===== src/rtl/irq_agg3_pkg.sv =====
// Shared constants, FSM state type and priority encoder for the three-channel
// interrupt aggregator.
package irq_agg3_pkg;

    localparam int NUM_CH = 3;
    localparam int VEC_W  = 2;

    typedef enum logic [1:0] {
        IDLE,
        PRESENT,
        HOLDOFF
    } state_t;

    // Lowest set index wins, so channel 0 has the highest priority.
    function automatic logic [VEC_W-1:0] prio_enc(input logic [NUM_CH-1:0] req);
        logic [VEC_W-1:0] idx;
        idx = '0;
        for (int i = NUM_CH - 1; i >= 0; i--) begin
            if (req[i]) idx = VEC_W'(i);
        end
        return idx;
    endfunction

endpackage


===== src/rtl/irq_aggregator3_if.sv =====
// Request/mask/acknowledge bundle between the request side and the aggregator.
interface irq_aggregator3_if;
    import irq_agg3_pkg::*;

    logic [NUM_CH-1:0] req_i;
    logic [NUM_CH-1:0] mask_i;
    logic              ack_i;
    logic              irq_o;
    logic              vec_valid_o;
    logic [VEC_W-1:0]  vec_o;
    logic [NUM_CH-1:0] pending_o;

    modport master (
        output req_i, mask_i, ack_i,
        input  irq_o, vec_valid_o, vec_o, pending_o
    );

    modport slave (
        input  req_i, mask_i, ack_i,
        output irq_o, vec_valid_o, vec_o, pending_o
    );

endinterface


===== src/rtl/irq_sync_edge.sv =====
// One request channel: synchroniser, optional debounce filter and rising-edge pulse.
// The filter is built only when IRQ_AGG3_DEBOUNCE_EN is defined.
module irq_sync_edge #(
    parameter int SYNC_STAGES     = 2,
    parameter int DEBOUNCE_CYCLES = 4
) (
    input  logic clk,
    input  logic rst_n,
    input  logic req_i,
    output logic edge_o
);

    if (SYNC_STAGES < 2) begin : g_bad_sync
        $error("irq_sync_edge: SYNC_STAGES must be at least 2");
    end
    if (DEBOUNCE_CYCLES < 1) begin : g_bad_debounce
        $error("irq_sync_edge: DEBOUNCE_CYCLES must be at least 1");
    end

    // Edges stay suppressed until the pipeline holds real samples, so a line
    // held high through reset release never looks like a new request.
    localparam int PRIME = SYNC_STAGES + 2;

    logic [SYNC_STAGES-1:0] sync_q, sync_d;
    logic [PRIME-1:0]       prime_q, prime_d;
    logic                   req_d_q, req_d_d;
    logic                   req_s, level, primed;

    assign req_s  = sync_q[SYNC_STAGES-1];
    assign primed = prime_q[PRIME-1];

    always_comb begin
        sync_d  = {sync_q[SYNC_STAGES-2:0], req_i};
        prime_d = {prime_q[PRIME-2:0], 1'b1};
        req_d_d = level;
    end

    always_ff @(posedge clk or negedge rst_n) begin
        if (!rst_n) begin
            sync_q  <= '0;
            prime_q <= '0;
            req_d_q <= 1'b0;
        end else begin
            sync_q  <= sync_d;
            prime_q <= prime_d;
            req_d_q <= req_d_d;
        end
    end

`ifdef IRQ_AGG3_DEBOUNCE_EN
    localparam int CNT_W = $clog2(DEBOUNCE_CYCLES + 1);

    logic             flt_q, flt_d;
    logic [CNT_W-1:0] cnt_q, cnt_d;

    always_comb begin
        flt_d = flt_q;
        cnt_d = '0;
        if (!primed) begin
            flt_d = req_s;
        end else if (req_s != flt_q) begin
            if (cnt_q == CNT_W'(DEBOUNCE_CYCLES - 1)) flt_d = req_s;
            else                                      cnt_d = cnt_q + 1'b1;
        end
    end

    always_ff @(posedge clk or negedge rst_n) begin
        if (!rst_n) begin
            flt_q <= 1'b0;
            cnt_q <= '0;
        end else begin
            flt_q <= flt_d;
            cnt_q <= cnt_d;
        end
    end

    assign level = flt_q;
`else
    assign level = req_s;
`endif

    assign edge_o = level & ~req_d_q & primed;

endmodule


===== src/rtl/irq_aggregator3.sv =====
// Three-channel interrupt aggregator: sticky pending bits, mask, priority vector
// and ack handshake. IRQ_AGG3_DEBOUNCE_EN adds a per-channel debounce filter.
module irq_aggregator3
    import irq_agg3_pkg::*;
#(
    parameter int SYNC_STAGES     = 2,
    parameter int DEBOUNCE_CYCLES = 4
) (
    input  logic           clk,
    input  logic           rst_n,
    irq_aggregator3_if.slave bus
);

    logic [NUM_CH-1:0] edge_w;
    logic [NUM_CH-1:0] pending_q, pending_d;
    logic [NUM_CH-1:0] active, vec_sel;

    state_t           state_q;
    logic [VEC_W-1:0] vec_q;
    logic             irq_q, vld_q;

    for (genvar i = 0; i < NUM_CH; i++) begin : g_ch
        irq_sync_edge #(
            .SYNC_STAGES    (SYNC_STAGES),
            .DEBOUNCE_CYCLES(DEBOUNCE_CYCLES)
        ) u_sync (
            .clk   (clk),
            .rst_n (rst_n),
            .req_i (bus.req_i[i]),
            .edge_o(edge_w[i])
        );
    end

    assign active  = pending_q & ~bus.mask_i;
    assign vec_sel = NUM_CH'(1) << vec_q;

    // The set term is applied last so a new edge beats a same-cycle ack.
    always_comb begin
        pending_d = pending_q;
        if (state_q == PRESENT && bus.ack_i) pending_d = pending_d & ~vec_sel;
        pending_d = pending_d | edge_w;
    end

    always_ff @(posedge clk or negedge rst_n) begin
        if (!rst_n) pending_q <= '0;
        else        pending_q <= pending_d;
    end

    always_ff @(posedge clk or negedge rst_n) begin
        if (!rst_n) begin
            state_q <= IDLE;
            vec_q   <= '0;
            irq_q   <= 1'b0;
            vld_q   <= 1'b0;
        end else begin
            case (state_q)
                IDLE: begin
                    if (|active) begin
                        vec_q   <= prio_enc(active);
                        irq_q   <= 1'b1;
                        vld_q   <= 1'b1;
                        state_q <= PRESENT;
                    end
                end
                PRESENT: begin
                    if (bus.ack_i) begin
                        irq_q   <= 1'b0;
                        vld_q   <= 1'b0;
                        state_q <= HOLDOFF;
                    end else if (|(bus.mask_i & vec_sel)) begin
                        irq_q   <= 1'b0;
                        vld_q   <= 1'b0;
                        state_q <= IDLE;
                    end
                end
                HOLDOFF: state_q <= IDLE;
                default: state_q <= IDLE;
            endcase
        end
    end

    assign bus.irq_o       = irq_q;
    assign bus.vec_valid_o = vld_q;
    assign bus.vec_o       = vec_q;
    assign bus.pending_o   = pending_q;

endmodule


===== src/flat_wrapper.sv =====
// flat-port wrapper written by rule: the top's interface ports become plain ports
module irq_aggregator3_flat import irq_agg3_pkg::*;
#(
    parameter int SYNC_STAGES     = 2,
    parameter int DEBOUNCE_CYCLES = 4
)
  (clk, rst_n, bus_req_i, bus_mask_i, bus_ack_i, bus_irq_o, bus_vec_valid_o, bus_vec_o, bus_pending_o);
  irq_aggregator3_if bus_i ();
  input  logic clk;
  input  logic rst_n;
  input wire logic [$bits(bus_i.req_i)-1:0] bus_req_i;
  input wire logic [$bits(bus_i.mask_i)-1:0] bus_mask_i;
  input wire logic [$bits(bus_i.ack_i)-1:0] bus_ack_i;
  output wire logic [$bits(bus_i.irq_o)-1:0] bus_irq_o;
  output wire logic [$bits(bus_i.vec_valid_o)-1:0] bus_vec_valid_o;
  output wire logic [$bits(bus_i.vec_o)-1:0] bus_vec_o;
  output wire logic [$bits(bus_i.pending_o)-1:0] bus_pending_o;
  assign bus_i.req_i = bus_req_i;
  assign bus_i.mask_i = bus_mask_i;
  assign bus_i.ack_i = bus_ack_i;
  assign bus_irq_o = bus_i.irq_o;
  assign bus_vec_valid_o = bus_i.vec_valid_o;
  assign bus_vec_o = bus_i.vec_o;
  assign bus_pending_o = bus_i.pending_o;
  irq_aggregator3 #(.SYNC_STAGES(SYNC_STAGES), .DEBOUNCE_CYCLES(DEBOUNCE_CYCLES)) u_core (.clk(clk), .rst_n(rst_n), .bus(bus_i));
endmodule

===== config.mk =====
export PLATFORM = sky130hd
export DESIGN_NAME = irq_aggregator3_flat
export DESIGN_NICKNAME = d
export VERILOG_FILES = /design/src/rtl/irq_agg3_pkg.sv /design/src/rtl/irq_aggregator3_if.sv /design/src/rtl/irq_sync_edge.sv /design/src/rtl/irq_aggregator3.sv /design/src/flat_wrapper.sv
export SDC_FILE = /design/constraint.sdc
export NUM_CORES = 1
export LEC_CHECK = 0
export BUFFER_PORTS_ARGS = -buffer_cell sky130_fd_sc_hd__buf_2
export CAP_MARGIN = 30
export CORE_MARGIN = 2
export CORE_UTILIZATION = 50
export CTS_BUF_LIST = sky130_fd_sc_hd__clkbuf_4 sky130_fd_sc_hd__clkbuf_8 sky130_fd_sc_hd__clkbuf_16
export CTS_CLUSTER_SIZE = 24
export DETAILED_ROUTE_END_ITERATION = 10
export PLACE_DENSITY_LB_ADDON = 0.12
export SLEW_MARGIN = 0
export SYNTH_ARGS = -nofsm -noshare
export SYNTH_HDL_FRONTEND = slang
export SYNTH_SLANG_ARGS = --single-unit

===== constraint.sdc =====
create_clock -name clk -period 1.3 [get_ports clk]
set_input_delay 0.13 -clock clk [delete_from_list [all_inputs] [get_ports clk]]
set_output_delay 0.13 -clock clk [all_outputs]
set_load 0.1 [all_outputs]

==> flow_metrics.py <==
metrics = {
    "floorplan": {
        "die-area_um2": 1833,
        "initial_core_util": 0.5181,
        "ioPinCount": 16,
        "die_h_um": 42.81,
        "core_area_um2": 1454,
        "die_w_um": 42.81,
        "fp-row-count": 14,
    },
    "route": {
        "drc": 0,
        "drt_pass1_iterations": 4,
        "vias_per_cell": 5.151,
        "ant_nets": 0,
        "post_drt_wl_per_cell_um": 13.04,
        "drt_iter0_drc": 17,
        "vias": 479,
        "routed_wl_um": 1213,
    },
    "final_layout": {
        "nNetsFinal": 87,
        "area_delta_synth_final_pct": 26.91,
        "diodes": 0,
        "drive_gt1_frac": 0.4026,
    },
    "worst_hold_path": {
        "worstHoldStart": "bus_ack_i",
        "holdPathStages": 4,
        "hold_class": "primary input to flop",
        "holdPathEnd": "u_core.state_q[0]$_DFFE_PN0P_",
    },
    "sta": {
        "setup_slack_ns": 0.04165,
        "rsz0062_at_grt": "no",
        "min_period_over_period": 0.9680,
        "fin_skew_ns": 0.007323,
        "setup_viol": 0,
        "hold_viol_final": 0,
        "slew_violations": 0,
        "fin_crit_ns": 1.258,
        "fmax_mhz": 794.7,
    },
    "clock_tree": {
        "htreeDepth": 1,
        "cts_num_sinks": 21,
        "cts_buffer_depth": 2,
        "cts_buffers": 3,
        "path_clk_slew_ns": 0.11,
        "insertion_delay_ns": 0.30,
        "cts.root.buffer_cell": "clkbuf_4",
        "cts_tree": "yes",
    },
    "grt": {
        "grt_pass1_vias": 444,
        "grt_usage": 0.1497,
        "grt_pass1_wl_um": 1918,
        "grt_overflow_total": 0,
        "grt_max_degree": 22,
        "antenna_found_initial": 0,
    },
    "yosys": {
        "ys_warn_count": 0,
        "synthFlopType": "dfrtp_1",
        "syn_area_um2": 753.2,
        "synthTopCellsByArea": "dfrtp_1, nand3b_1, nand2_1",
        "yosysTopAreaCellShare": 0.6977,
        "synth.ff_latch_count": 21,
        "ys_async_sr_fraction": 1.000,
        "yosysTopAreaCell": "dfrtp_1",
        "yosysSeqAreaShare": 0.6977,
        "postSynthAreaPerCell_um2": 13.69,
        "syn_nets": 64,
        "synth_cell_types": 25,
        "synth_edf_count": 0,
        "synthCells": 55,
    },
    "critical_path": {
        "r2r_slack_ns": 0.13,
        "crit_fanout": 4,
        "cp-end-kind": "output port",
        "timing.rr.start": "u_core.state_q[1]$_DFFE_PN0P_",
        "worstReg2RegEnd": "u_core.bus.pending_o[0]$_DFF_PN0_",
        "r2r_cells": 3,
        "worst_path_max_delay_cell": "buf_2",
        "cp_top_family": "buffers and inverters",
        "critPathBufInv": 1,
        "cp.arrival_ns": 1.13,
        "start_kind": "flop",
        "slowest_delay_ns": 0.43,
        "cp.required_ns": 1.17,
        "critPathKind": "flop to output port",
        "path_cells": "buf_2",
    },
    "placed_design": {
        "hpwl_um": 864.6,
        "gp_congestion": 0.7731,
        "port_buffers": 15,
        "pre_cts_slack_ns": 0.1449,
    },
    "job": {
        "max_cap_viol_count": 0,
    },
    "status": {
        "status": "completed",
    },
}
## what timing repair did
action | CTS | global route
buffers inserted | 0 | 0
endpoints found under the setup margin | 1 | 2
cloned | 0 | 0
hold endpoints to repair | 24 | 0
hold buffers | 4 | 0
resized for setup | 1 | 2
## state kept, by name (all words and copies together), names as in the netlist
signal                      flops
u_core.g_ch.u_sync.prime_q      4
u_core.g_ch.u_sync.req_d_q      3
u_core.bus.irq_o                1
u_core.state_q                  2
u_core.g_ch.u_sync.sync_q       6
u_core.bus.pending_o            3
u_core.bus.vec_o                2
## routing by layer
metal,vias up,track usage,share of wire
li1,231,-,-
met1,225,0.1808,0.44
met2,17,0.2152,0.45
met3,6,0.04255,0.068
met4,0,0.1313,0.035
met5,-,0,0
## layout make-up
class	count	area, um2
clock buffers	4	30.03
inverters	3	11.26
multi-input cells	30	216.5
well taps	16	20.02
repair buffers	19	137.6
fillers	114	498.0
flip-flops and latches	21	540.5
## stage by stage
step	TNS, ns	area, um2	std cells	hold WS (ns)	utilization
final	0	955.9	93	0.1259	0.6575
after global placement	0	878.3	85	0.09705	0.6041
after detailed placement	0	878.3	85	0.1008	0.6041
after global routing	0	955.9	93	0.1327	0.6575
after CTS	0	950.9	93	0.1149	0.6540
after floorplan	-0.02454	775.7	55	-0.1656	-
## cell families after synthesis
logic type / count (synthesis) / share of synthesized area
muxes: 1 / 0.01329
buffers and inverters: 4 / 0.02492
DFF: 21 / 0.6977
and+or+nand+nor: 16 / 0.1346
other: 1 / 0.004979
AOI/OAI and AO/OA: 12 / 0.1246
## synthesized netlist by cell type (2+ instances only)
library cell / count
dfrtp_1: 21
nand2_1: 4
nand3b_1: 4
inv_1: 3
nor2_1: 2
o31ai_1: 2
## layout by cell type (no fill, tap or decap), drive strengths merged, types with 3 or more instances in the layout
cell	instances
dfrtp	21
buf	13
clkbuf	6
nand2	4
nand3b	4
dlygate4sd3	4
inv	3
o31ai	3
## worst max-delay path by stage
stage	from	to	slack (ns)	depth (start not counted)
after global routing	u_core.bus.irq_o$_DFFE_PN0P_	bus_vec_valid_o	0.003	1
final	u_core.bus.irq_o$_DFFE_PN0P_	bus_vec_valid_o	0.04	1
after detailed placement	u_core.state_q[1]$_DFFE_PN0P_	u_core.bus.pending_o[0]$_DFF_PN0_	0.14	3
after global placement	u_core.bus.pending_o[1]$_DFF_PN0_	u_core.bus.irq_o$_DFFE_PN0P_	0.16	3
after floorplan	u_core.bus.pending_o[0]$_DFF_PN0_	u_core.bus.vec_o[0]$_DFFE_PN0P_	-0.02	3
after CTS	u_core.bus.pending_o[1]$_DFF_PN0_	bus_pending_o[1]	0.009	1
Power is not shown: default switching activity piles up to over one toggle a cycle in this logic, so the estimate is an artifact.
